## src/rtl/alu_ctrl.sv

```systemverilog
// Sequencing controller for an iterative external ALU: decodes RV32 OP/OP-IMM/BRANCH
// requests, re-issues partial shift/shadd results until the ALU is ready, holds the response.
module alu_ctrl (
    input  logic        clk,
    input  logic        rst_n,
    input  logic        req_valid,
    output logic        req_ready,
    input  logic [31:0] req_instr,
    input  logic [31:0] req_rs1,
    input  logic [31:0] req_rs2,
    output logic        rsp_valid,
    input  logic        rsp_ready,
    output logic [31:0] rsp_data,
    output logic        rsp_taken,
    output logic        rsp_illegal,
    input  logic        flush,
    output logic        alu_start,
    output logic [31:0] alu_src_a,
    output logic [31:0] alu_src_b,
    output logic [2:0]  alu_f3,
    output logic        alu_arith_bit,
    output logic        alu_shadd,
    output logic        alu_branch,
    input  logic [31:0] alu_result,
    input  logic [4:0]  alu_shamt,
    input  logic        alu_ready
);
    localparam logic [1:0] IDLE = 2'd0;
    localparam logic [1:0] EXEC = 2'd1;
    localparam logic [1:0] RESP = 2'd2;

    localparam logic [6:0] OPC_OP  = 7'b0110011;
    localparam logic [6:0] OPC_IMM = 7'b0010011;
    localparam logic [6:0] OPC_BR  = 7'b1100011;

    // Longest legitimate EXEC (right shift by 31) is 12 cycles; capture on the 12th regardless.
    localparam logic [3:0] EXEC_LAST = 4'd11;

    logic [1:0]  state_q, state_d;
    logic [3:0]  cnt_q, cnt_d;
    logic [31:0] src_a_q, src_a_d, src_b_q, src_b_d;
    logic [2:0]  f3_q, f3_d;
    logic        arith_q, arith_d, shadd_q, shadd_d, branch_q, branch_d, shift_q, shift_d;
    logic [31:0] rsp_data_q, rsp_data_d;
    logic        rsp_taken_q, rsp_taken_d, rsp_illegal_q, rsp_illegal_d;

    logic [6:0]  dec_opc, dec_f7;
    logic [2:0]  dec_f3;
    logic        dec_legal, dec_shift, dec_shadd, dec_branch, dec_arith;
    logic [31:0] dec_src_b;
    logic        in_exec;

    assign dec_opc = req_instr[6:0];
    assign dec_f3  = req_instr[14:12];
    assign dec_f7  = req_instr[31:25];

    always_comb begin
        dec_legal  = 1'b0;
        dec_shift  = 1'b0;
        dec_shadd  = 1'b0;
        dec_branch = 1'b0;
        dec_arith  = 1'b0;
        dec_src_b  = req_rs2;
        case (dec_opc)
            OPC_OP: begin
                dec_shift = (dec_f3 == 3'b001) || (dec_f3 == 3'b101);
                dec_arith = req_instr[30] && ((dec_f3 == 3'b000) || (dec_f3 == 3'b101));
                case (dec_f7)
                    7'b0000000: dec_legal = 1'b1;
                    7'b0100000: dec_legal = (dec_f3 == 3'b000) || (dec_f3 == 3'b101);
                    7'b0010000: begin
                        dec_legal = (dec_f3 == 3'b010) || (dec_f3 == 3'b100) ||
                                    (dec_f3 == 3'b110);
                        dec_shadd = 1'b1;
                        dec_shift = 1'b0;
                    end
                    default: dec_legal = 1'b0;
                endcase
            end
            OPC_IMM: begin
                dec_legal = 1'b1;
                dec_shift = (dec_f3 == 3'b001) || (dec_f3 == 3'b101);
                dec_arith = req_instr[30] && (dec_f3 == 3'b101);
                dec_src_b = dec_shift ? {27'b0, req_instr[24:20]}
                                      : {{20{req_instr[31]}}, req_instr[31:20]};
            end
            OPC_BR: begin
                dec_legal  = (dec_f3 != 3'b010) && (dec_f3 != 3'b011);
                dec_branch = 1'b1;
            end
            default: dec_legal = 1'b0;
        endcase
    end

    always_comb begin
        state_d       = state_q;
        cnt_d         = cnt_q;
        src_a_d       = src_a_q;
        src_b_d       = src_b_q;
        f3_d          = f3_q;
        arith_d       = arith_q;
        shadd_d       = shadd_q;
        branch_d      = branch_q;
        shift_d       = shift_q;
        rsp_data_d    = rsp_data_q;
        rsp_taken_d   = rsp_taken_q;
        rsp_illegal_d = rsp_illegal_q;
        case (state_q)
            IDLE: begin
                if (req_valid) begin
                    if (dec_legal) begin
                        state_d  = EXEC;
                        cnt_d    = 4'd0;
                        src_a_d  = req_rs1;
                        src_b_d  = dec_src_b;
                        f3_d     = dec_f3;
                        arith_d  = dec_arith;
                        shadd_d  = dec_shadd;
                        branch_d = dec_branch;
                        shift_d  = dec_shift;
                    end else begin
                        state_d       = RESP;
                        rsp_data_d    = 32'd0;
                        rsp_taken_d   = 1'b0;
                        rsp_illegal_d = 1'b1;
                    end
                end
            end
            EXEC: begin
                cnt_d = cnt_q + 4'd1;
                if (alu_ready || (cnt_q == EXEC_LAST)) begin
                    state_d       = RESP;
                    rsp_data_d    = alu_result;
                    rsp_taken_d   = branch_q & alu_result[0];
                    rsp_illegal_d = 1'b0;
                end else if (shift_q) begin
                    src_a_d = alu_result;
                    src_b_d = {27'b0, alu_shamt};
                end else if (shadd_q) begin
                    src_a_d = alu_result;
                end
            end
            RESP: begin
                if (rsp_ready) begin
                    state_d       = IDLE;
                    rsp_data_d    = 32'd0;
                    rsp_taken_d   = 1'b0;
                    rsp_illegal_d = 1'b0;
                end
            end
            default: state_d = IDLE;
        endcase
        if (flush) begin
            state_d       = IDLE;
            rsp_data_d    = 32'd0;
            rsp_taken_d   = 1'b0;
            rsp_illegal_d = 1'b0;
        end
    end

    always_ff @(posedge clk or negedge rst_n) begin
        if (!rst_n) begin
            state_q       <= IDLE;
            cnt_q         <= 4'd0;
            src_a_q       <= 32'd0;
            src_b_q       <= 32'd0;
            f3_q          <= 3'd0;
            arith_q       <= 1'b0;
            shadd_q       <= 1'b0;
            branch_q      <= 1'b0;
            shift_q       <= 1'b0;
            rsp_data_q    <= 32'd0;
            rsp_taken_q   <= 1'b0;
            rsp_illegal_q <= 1'b0;
        end else begin
            state_q       <= state_d;
            cnt_q         <= cnt_d;
            src_a_q       <= src_a_d;
            src_b_q       <= src_b_d;
            f3_q          <= f3_d;
            arith_q       <= arith_d;
            shadd_q       <= shadd_d;
            branch_q      <= branch_d;
            shift_q       <= shift_d;
            rsp_data_q    <= rsp_data_d;
            rsp_taken_q   <= rsp_taken_d;
            rsp_illegal_q <= rsp_illegal_d;
        end
    end

    assign in_exec       = (state_q == EXEC);
    assign req_ready     = rst_n && (state_q == IDLE);
    assign rsp_valid     = (state_q == RESP) && !flush;
    assign rsp_data      = rsp_data_q;
    assign rsp_taken     = rsp_taken_q;
    assign rsp_illegal   = rsp_illegal_q;
    assign alu_start     = in_exec && (cnt_q == 4'd0) && !flush;
    assign alu_src_a     = in_exec ? src_a_q : 32'd0;
    assign alu_src_b     = in_exec ? src_b_q : 32'd0;
    assign alu_f3        = in_exec ? f3_q : 3'd0;
    assign alu_arith_bit = in_exec && arith_q;
    assign alu_shadd     = in_exec && shadd_q;
    assign alu_branch    = in_exec && branch_q;

endmodule

```

## config.mk

```make
export PLATFORM = sky130hd
export DESIGN_NAME = alu_ctrl
export DESIGN_NICKNAME = d
export VERILOG_FILES = /design/src/rtl/alu_ctrl.sv
export SDC_FILE = /design/constraint.sdc
export NUM_CORES = 1
export LEC_CHECK = 0
export ABC_AREA = 1
export CORE_MARGIN = 5
export CORE_UTILIZATION = 55
export CTS_BUF_LIST = sky130_fd_sc_hd__clkbuf_2
export DETAILED_ROUTE_END_ITERATION = 8
export DONT_BUFFER_PORTS = 1
export PLACE_DENSITY_LB_ADDON = 0.2
export SYNTH_ARGS = -nofsm -noshare
export SYNTH_HDL_FRONTEND = slang
export SYNTH_SLANG_ARGS = --single-unit
```

## constraint.sdc

```tcl
create_clock -name clk -period 2.38 [get_ports clk]
set_clock_uncertainty 0.1 [all_clocks]
set_input_delay 0.119 -clock clk [delete_from_list [all_inputs] [get_ports clk]]
set_output_delay 0.119 -clock clk [all_outputs]
set_load 0.01 [all_outputs]
```

==> impl_results.md <==
- Status: finished, violations left
- Failing checks: negative hold slack
- Placed Cells: 1048
- Final total power: 3.595 mW
- Cell area after layout: 8144 µm²
- Core Rows: 40
- I/O pin total: 246
- Initial antenna violation count: 0
- RePlAce Congestion: 0.8505
- Port Buffer Count: 0
- Total of max-cap violations: 0
- Final hold slack: -0.9489 ns
- Total CTS buffers: 9
- Die area: 14280 µm²
- Gate Count Post-Synth: 949
- Vias in the first global route: 6749
- RSZ-0062 raised after global routing: true
- Cell Area, Synth: 6595 µm²
- P&R area growth vs syn: 23.49%
- DRT Pass-1 Iters: 6
- Worst Path Required: 2.16 ns
- Core box area: 11860 µm²
- Crit Path Max Fanout: 53
- Buf+Inv Stages, Crit Path: 4
- Crit. End Element: primary output
- CP Class: reg2out
- Share of the synthesized area in the top cell type: 42.12%
- P per Cell Area: 441.5 nW/µm²
- Routed Antenna Nets: 0
- Synth warnings: 0
- Total number of vias: 6793
- Ranking of synthesized cells by area: dfrtp_1 42%, nand2_1 20%, inv_1 7.0%
- Crit path cell chain: inv_1, ha_2, clkinv_2, buf_12, nor3_2, buf_4
- Setup violators final: 0
- Final net count: 1201
- Combinational power share: 20.5%
- Max transition margin: 71.63%
- Synth unique cells: 31
- Met2 wire length: 10020 µm
- Setup TNS Final: 0 ns
- Cell taking the most area after synthesis: dfrtp_1
- Initial Utilization: 55.60%
- Mapped Avg Cell Area: 6.949 µm²
- Avg WL per Cell: 17.11 µm
- Utilization of the core after routing: 68.66%
- Longest Clk Path Bufs: 2
- Cell Count, Final, Fillers Out: 1206
- Seq pwr share: 59.2%
- Final worst-path cycle share: 95.68%
- Sink Count: 111
- Delay-heaviest family, CP: buffers and inverters
- Cell Int Power: 2.470 mW
- Gr usage total: 28.78%
- Root Buffer: clkbuf_2
- Dpl hpwl: 12250 µm
- DP Area: 6583 µm²
- Max H-tree Level: 3
- # diodes: 0
- CP max stage delay: 0.44 ns
- Peak VDD IR: 0.3070 mV
- Post-route DRC: 0
- Met1 WL: 8345 µm
- Fmax: 439.1 MHz
- Critical path's slowest cell: dfrtp_1
- Placement Setup Slack: 0.2911 ns
- Share of cells above drive strength 1: 5.288%
- Tmin final: 2.277 ns
- Max layer used: met4
- Sw Ratio: 31.29%
- Final hold vios: 111
- CTS tree: built
- Post-synth net total: 1093
- Routed vias/inst: 5.633
- Switching power: 1.125 mW
- Setup WS post-layout: 0.1028 ns
- Final Max Slew Viols: 0
- Clock transition at the registers of the reported paths: 0.29 ns
- Nature of the critical path startpoint: register
- Measured slew at the worst slew-check pin: 0.4255 ns
- First-pass GRT wire length: 33690 µm
- Leak Pwr: 4.704 nW
- GRT overflow: 0
- Arrival time at the worst endpoint: 2.06 ns
- Largest net degree at the start of global routing: 113
- Routed length on met3: 1549 µm
- Clock share of power: 20.3%
- Seq cells post-synth: 111
- Die H: 119.5 µm
- Seq/Total Area, Yosys: 42.12%
- Clock latency at the later pin of the worst-skew pair: 0.61 ns
- Die X: 119.5 µm
- 1st-iter DRT viols: 691
- Final wirelength: 20640 µm
- Hold Path Class: in2async
[repair_timing]
| action | in CTS | in global routing |
|---|---|---|
| endpoints found under the setup margin | 1 | 25 |
| buffers inserted | 0 | 1 |
| hold endpoints to repair | 222 | 112 |
| hold buffers | 143 | 1 |
| resized for setup | 1 | 10 |
[cells in the mapped netlist]
cell      instances
dfrtp_1         111
o21ai_2           1
nor2_1           61
buf_4             5
xor2_1            1
or2_2             1
a21oi_1           8
o211ai_1         32
inv_1           123
clkbuf_1         30
nor3_4            1
nand2_8           1
nand3_2           2
nand2_4           3
buf_2            19
nor3_1           31
nand3_4           1
o21ai_0          52
nor2_2            3
buf_1             4
buf_6            10
a31oi_1           5
nor4_1            2
inv_2             3
nand3_1          43
nand2_1         346
ha_1              5
o21ai_1           5
nand2_2           1
o31ai_1           1
nand4_1          38
[layout by cell type (no fill, tap or decap), types with 2 or more instances in the layout]
master	instances
nor3_1	30
nand4_1	38
inv_2	3
nand3_2	2
o21ai_1	5
nor2_2	4
nand3_1	43
nand2_1	346
buf_12	4
nand2_4	3
buf_4	18
a31oi_1	5
clkinv_2	3
a21oi_1	8
clkbuf_2	10
inv_1	122
dlygate4sd3_1	142
dfrtp_1	111
nor2_1	60
o211ai_1	32
ha_1	4
o21ai_0	52
[power groups by stage]
| stage | clock network [mW] | logic [mW] | registers, mW |
|---|---|---|---|
| CTS | 0.746 | 0.708 | 2.13 |
| global placement | 0 | 0.502 | 2.15 |
| detailed placement | 0 | 0.510 | 2.16 |
| finish | 0.731 | 0.736 | 2.13 |
| floorplan | 0 | 0.414 | 2.14 |
| global route | 0.808 | 0.813 | 2.15 |
[area by class of cell]
| cell class | instances | area (µm²) |
|---|---|---|
| multi-input combinational | 644 | 2995 |
| timing repair buffer | 165 | 1649 |
| tap | 147 | 183.9 |
| sequential | 111 | 2778 |
| inverter | 126 | 474.2 |
| fill | 988 | 3717 |
| clock buffer | 10 | 50.05 |
| clock inverter | 3 | 13.76 |
[routing by layer]
| metal | track usage [%] | vias up |
|---|---|---|
| met5 | 0 | - |
| met4 | 12.88 | 0 |
| met3 | 5.844 | 64 |
| met2 | 48.20 | 383 |
| li1 | - | 3198 |
| met1 | 36.07 | 3148 |
[cell families after synthesis]
family / synth area share [%]
buf+inv: 12.82
xor+xnor: 0.1328
simple gates: 34.68
compound gates: 9.296
flops: 42.12
fa+ha+maj: 0.9486
[worst paths after layout]
check | startpoint | end | slack (ns) | cells past startpoint
hold / removal | rst_n | src_b_q[29] | -0.95 | 0
min in group clk | req_instr[12] | shift_q | 0.07 | 8
max in group asynchronous | rst_n | src_a_q[26] | 2.85 | 0
hold reg to reg | src_b_q[0] | src_b_q[0] | 0.41 | 2
setup / recovery | state_q[1] | alu_start | 0.10 | 6
setup reg to reg | state_q[0] | src_b_q[6] | 0.11 | 8
[sequential cells by signal, indices dropped and copies added (netlist names)]
| signal | cells |
|---|---|
| shadd_q | 1 |
| rsp_data | 32 |
| cnt_q | 4 |
| rsp_taken | 1 |
| f3_q | 3 |
| src_a_q | 32 |
| arith_q | 1 |
| state_q | 2 |
| shift_q | 1 |
| branch_q | 1 |
| rsp_illegal | 1 |
| src_b_q | 32 |
Note: power is estimated with default switching activity, not from simulation.
